<file path="config.mk">
export PLATFORM = sky130hd
export DESIGN_NAME = req_encoder_16to4
export DESIGN_NICKNAME = d
export VERILOG_FILES = /design/src/rtl/req_encoder_16to4.sv
export SDC_FILE = /design/constraint.sdc
export NUM_CORES = 1
export LEC_CHECK = 0
export CORE_MARGIN = 4
export CORE_UTILIZATION = 45
export DETAILED_ROUTE_END_ITERATION = 6
export GPL_ROUTABILITY_DRIVEN = 0
export PLACE_DENSITY = 0.86
export SETUP_SLACK_MARGIN = 0.15
export SLEW_MARGIN = 30
export SYNTH_ARGS = -nofsm -noshare
export SYNTH_HDL_FRONTEND = slang
export SYNTH_SLANG_ARGS = --single-unit
export TNS_END_PERCENT = 20
</file>
<file path="constraint.sdc">
create_clock -name clk -period 4.11 [get_ports clk]
set_input_delay 0.6165 -clock clk [delete_from_list [all_inputs] [get_ports clk]]
set_output_delay 0.6165 -clock clk [all_outputs]
set_load 0.01 [all_outputs]
</file>
<file path="src/rtl/req_encoder_16to4.sv">
// req_encoder_16to4: sticky 16-request pending register with a two-level priority
// encoder and a valid/ack handshake presenting the granted index.
module req_encoder_16to4 #(
  parameter int NREQ      = 16,
  parameter int CODE_W    = 4,
  parameter int PRIO_HIGH = 1
) (
  input  logic              clk,
  input  logic              rst_n,
  input  logic              en,
  input  logic [NREQ-1:0]   req,
  input  logic              ack,
  output logic [CODE_W-1:0] code,
  output logic              valid,
  output logic [NREQ-1:0]   pending,
  output logic              any_pend
);
  typedef enum logic {IDLE, PRESENT} state_t;
  state_t state, state_next;
  logic [CODE_W-1:0] code_next, sel;
  logic [NREQ-1:0] clr_mask, pending_next;
  logic [3:0] grp_any;
  logic [1:0] grp_idx [4];
  logic [1:0] grp;

  function automatic logic [1:0] enc4(input logic [3:0] v);
    if (PRIO_HIGH != 0) return v[3] ? 2'd3 : v[2] ? 2'd2 : v[1] ? 2'd1 : 2'd0;
    return v[0] ? 2'd0 : v[1] ? 2'd1 : v[2] ? 2'd2 : 2'd3;
  endfunction

  for (genvar g = 0; g < 4; g++) begin : g_grp
    assign grp_any[g] = |pending[4*g +: 4];
    assign grp_idx[g] = enc4(pending[4*g +: 4]);
  end

  assign grp = enc4(grp_any);
  assign sel = {grp, grp_idx[grp]};
  assign valid = (state == PRESENT);
  // a fresh req on the bit being acked keeps it pending
  assign clr_mask = (valid & ack) ? (NREQ'(1) << code) : '0;
  assign pending_next = (pending & ~clr_mask) | req;

  always_comb begin
    state_next = state;
    code_next  = code;
    if (state == IDLE && en && (|pending)) begin
      state_next = PRESENT;
      code_next  = sel;
    end else if (state == PRESENT && ack) begin
      state_next = IDLE;
    end
  end

  always_ff @(posedge clk or negedge rst_n) begin
    if (!rst_n) begin
      state    <= IDLE;
      code     <= '0;
      pending  <= '0;
      any_pend <= 1'b0;
    end else begin
      state    <= state_next;
      code     <= code_next;
      pending  <= pending_next;
      any_pend <= |pending_next;
    end
  end
endmodule

</file>
Word-level counts from Yosys, hierarchy flattened. Cells that the tools add are included.

Register bits after elaboration: 22. Bits in latches: 0. Bits in writable memories: 0. ROM bits: 0. Bits of input ports: 20. Output and inout port bits: 22. Word-level logic and storage cells: 42. Memories: 0.

Add/sub/neg operators: 0. Multipliers: 0. Div/mod/pow operators: 0. Order comparisons: 1. Equality and inequality tests: 0. Shifts and indexed selects: 1. Mux-type cells: 21. Bitwise logic cells: 6. Reductions and logical operators: 9.

Operators by type and width (number): 16-bit OR reduction (2); 2-bit 2-to-1 mux (12); 16-bit AND (1); 16-bit 2-to-1 mux (1); 16-bit NOT (1); 16-bit OR (1); 1-bit by 4-bit left shift with 16-bit output, first input constant (1); 4-bit OR reduction (3); 1-bit 2-to-1 mux (7); 2-bit binary-select mux with 2-bit select (1); 3-bit greater-or-equal comparator, second input constant (1); 1-bit logical AND (3); 2-bit NOT with 3-bit output (1); 2-bit nonzero test (1); 1-bit AND (1); 1-bit NOT (1).

Depth between registers and ports, before layout.
Word-level depth: 8. Depth in mapped cells: 5.

Worst setup path after synthesis. OpenSTA, ideal clock, no wires.

Path type: register to register. From: reg pending[4]. To: reg code[1]. Library setup time: 128 ps. Arrival time: 1675 ps. Setup slack: 2308 ps. Stages on the path, launching flop included: 5. Path buffers: 0. Cells stage by stage: dfrtp_1 > or4_4 > nor3_2 > a41o_2 > mux2_1.

Cells in the longest elaborated chain, start to end: 8. Elaborated cells on any way between the ends: 10.

RTL lines: start, declared (line 15) `output logic [NREQ-1:0] pending,`; start signal, assigned (line 63) `pending <= pending_next;`; 4-bit OR reduction (line 32) `assign grp_any[g] = |pending[4*g +: 4];`; 1-bit 2-to-1 mux (line 27) `if (PRIO_HIGH != 0) return v[3] ? 2'd3 : v[2] ? 2'd2 : v[1] ? 2'd1 : 2'd0;`; 2-bit 2-to-1 mux (2 in series) (line 27); 2-bit NOT with 3-bit output (not written as such) (line 37) `assign sel = {grp, grp_idx[grp]};`; 2-bit binary-select mux with 2-bit select (line 37); 2-bit 2-to-1 mux (not written as such) (2 in series) (line 37); end signal, assigned (line 62) `code <= code_next;`; end, declared (line 13) `output logic [CODE_W-1:0] code,`.

Parallel ways exist; a longest one is shown, timed or not. The select of a mux whose other input is x is not followed. A chain may end at the register's enable or synchronous reset.

Worst setup path in the final report.
From: in ack. To: reg any_pend.

Cells in the longest elaborated chain, start to end: 6.

RTL lines: start, declared (line 12) `input logic ack,`; 1-bit AND (line 40) `assign clr_mask = (valid & ack) ? (NREQ'(1) << code) : '0;`; 16-bit 2-to-1 mux (line 40); 16-bit NOT (line 41) `assign pending_next = (pending & ~clr_mask) | req;`; 16-bit AND (line 41); 16-bit OR (line 41); net pending_next[12] (line 21) `logic [NREQ-1:0] clr_mask, pending_next;`; 16-bit OR reduction (line 64) `any_pend <= |pending_next;`; end signal, assigned (line 64); end, declared (line 16) `output logic any_pend`.

The timed path passes the listed nets, and every way through them passes these cells.

==> summary.txt <==
Die
  – Die area: 3160 um2
  – Top-level port count: 42
  – Die Ht: 56.2 um
  – Initial Util: 0.473
  – Row count: 17
  – Die width: 56.2 um
  – Core area: 2210 um2

Setup path
  – Delay-heaviest family, CP: simple AND/OR/NAND/NOR gates
  – Cell Chain, Critical Path: clkdlybuf4s50_1, nand4b_1, o21ai_0, nand2b_1, nor4_1, nand4_1
  – Crit path required time: 4300 ps
  – WS Path Type: in2reg
  – Worst setup startpoint: ack
  – RR Endpoint: code[1]
  – Worst reg2reg path depth: 5
  – WP buf/inv: 1
  – Crit-path max FO: 5
  – R2R Setup Slk: 2210 ps
  – CP Launch Type: input port
  – Worst Path Arrival: 2370 ps
  – Crit path capture type: flop
  – Crit path max-delay cell type: clkdlybuf4s50_1
  – Max stage delay on crit path: 550 ps
  – Reg2reg start: pending[9]

Clock network
  – Clk_lat worst skew: 320 ps
  – CTS Hold Bufs: 0
  – Clk buf depth: 2
  – Setup Fix Bufs, Post-CTS: 0
  – CTS root buf: clkbuf_4
  – H-tree depth: 1
  – Clk pin slew, worst setup/hold paths: 120 ps
  – CTS tree: done
  – CTS sink count: 22
  – Clock buffers created by TritonCTS: 3
  – CTS resizes: 0

Yosys
  – Synthesized area per cell: 9.78 um2
  – Most common cell in the netlist: dfrtp_1
  – Ys flop type: dfrtp_1
  – Sequential element share of the synthesized area: 0.526
  – Number of synthesized flops with an enable pin: 0
  – Synth area leaders: dfrtp_1 53%, nand2b_1 6.6%, nor2_1 5.0%
  – Synth Instances: 107
  – Ys Warns: 0
  – Synth cell types: 25
  – Synth area leader: dfrtp_1
  – Asr flop ratio synth: 1.00
  – Post-synth net total: 127
  – Seq cells post-synth: 22
  – Mapped cell area: 1050 um2
  – Synth top area share: 0.526
  – Top cells by count, synth: 22 x dfrtp_1, 14 x nor2_1, 11 x nand2b_1

GRT
  – Total GRT Usage: 0.206
  – Vias in the first global route: 1074
  – Global routing's busiest layer: met2
  – Met1 GRT Util: 0.237
  – Met2 Use GR: 0.364
  – Largest net degree at the start of global routing: 23
  – First-pass GRT wire length: 4980 um
  – Initial antenna violation count: 0
  – GRT met3 Usage: 0.0580
  – Grt total ovfl: 0

Timing
  – # setup viols final: 0
  – Tcrit/Tclk final: 0.531
  – Fmax: 459 MHz
  – Worst setup margin: 1930 ps
  – Slew Limit Headroom: 0.612
  – Clk_skew: 6.08 ps
  – Clock period minus worst slack: 2180 ps
  – Final hold violation count: 0
  – TNS Setup: 0 ps
  – Slew Viols, Final: 0
  – Actual slew at the worst max-slew pin: 577 ps
  – RSZ-0062 raised after global routing: no

Hold path
  – Hold Path Class: in2async

Cells and area
  – Area of the multi-input gates: 480 um2
  – Area growth syn-to-layout: 45.6%
  – Seq. cell area: 551 um2
  – Fill cells: 176
  – Inserted Diodes: 0
  – Nets: 173
  – Non-filler instance count after layout: 180
  – Share of layout cells above drive strength 1: 0.0789

Place
  – PortBufs: 41
  – Post-detail-place hpwl: 2440 um
  – Setup WS pre-CTS: 1570 ps
  – Cells after DPL: 176

Pwr
  – Worst vdd ir: 0.201 mV
  – Static leakage: 0.542 nW
  – Pwr/cell area: 291 nW/um2
  – Pwr Total: 0.000443 W

Routing
  – Iter 0 DRT Violations: 79
  – TritonRoute pass-1 iters: 4
  – WL/cell: 17.3 um
  – Routed Antenna Nets: 0
  – Vias/cell: 5.96
  – Via Count: 1072
  – DRC viols: 0
  – Final WL: 3120 um

Flow run
  – Maxcap violations: 0

Status
  – Status: completed
## layer usage
metal | vias to the layer above | wire [um] | share of wire
met5 | - | 0 | 0
met4 | 0 | 112 | 0.036
met2 | 76 | 1510 | 0.49
met3 | 20 | 287 | 0.092
li1 | 481 | - | -
met1 | 495 | 1200 | 0.39
## power by group
group	internal [W]	switching (W)
combinational	0.0000431	0.0000356
clock	0.0000542	0.0000677
sequential	0.000225	0.0000180
## sequential cells by signal, summed over array words and instances, names as in the netlist
name / count
valid: 1
pending: 16
code: 4
any_pend: 1
## layout make-up
| class | instances | area share |
|---|---|---|
| Sequential cell | 22 | 0.362 |
| Tap cell | 28 | 0.0230 |
| Inverter | 4 | 0.00986 |
| Timing Repair Buffer | 41 | 0.266 |
| Clock buffer | 4 | 0.0238 |
| Multi-Input combinational cell | 81 | 0.316 |
## worst max-delay path by stage
stage	endpoint	slack [ps]	cells past startpoint
2_1_floorplan	code[1]	2310	4
3_3_place_gp	any_pend	1610	6
3_5_place_dp	any_pend	1570	6
4_1_cts	any_pend	1920	6
5_1_grt	any_pend	1850	6
6_report	any_pend	1930	6
## worst reg2reg max path: stages (launching register included)
cell and delay [ps]:
dfrtp_1 450, nor4_2 580, a21boi_2 150, nor3_1 220, o311ai_1 110, mux2_1 290
## per-stage QoR
stage / area [um2] / hold WS [ps] / utilization
2_1_floorplan: 1050 / 321 / -
3_3_place_gp: 1490 / 579 / 0.674
3_5_place_dp: 1490 / 591 / 0.674
4_1_cts: 1530 / 609 / 0.691
5_1_grt: 1520 / 255 / 0.688
6_report: 1520 / 238 / 0.688
## logic make-up (layout without fill, tap and decap cells)
group,count (synthesis),after routing,synth area share
buffers and inverters,4,49,0.0143
flip-flops,22,22,0.526
AO/OA/AOI/OAI,28,28,0.165
multiplexers,2,2,0.0215
AND/OR/NAND/NOR,51,51,0.273
## placed cells by master (no fill, tap or decap), drive strengths merged
| master | netlist | routed |
|---|---|---|
| o21ai | 13 | 13 |
| nor2 | 14 | 14 |
| a211oi | 1 | 1 |
| inv | 4 | 4 |
| o311a | 1 | 1 |
| dfrtp | 22 | 22 |
| o211ai | 1 | 1 |
| nand4b | 2 | 2 |
| or2b | 1 | 1 |
| a21boi | 1 | 1 |
| mux2 | 2 | 2 |
| nor3 | 6 | 6 |
| nand2b | 11 | 11 |
| clkdlybuf4s50 | 0 | 40 |
| buf | 0 | 1 |
| nand2 | 6 | 6 |
| or4 | 1 | 1 |
| nand4 | 2 | 2 |
| nor4 | 7 | 7 |
| o311ai | 1 | 1 |
| o21bai | 2 | 2 |
| clkbuf | 0 | 4 |
| nor2b | 1 | 1 |
| a41o | 1 | 1 |
| a21oi | 7 | 7 |
Note: power is estimated with default switching activity, not from simulation.
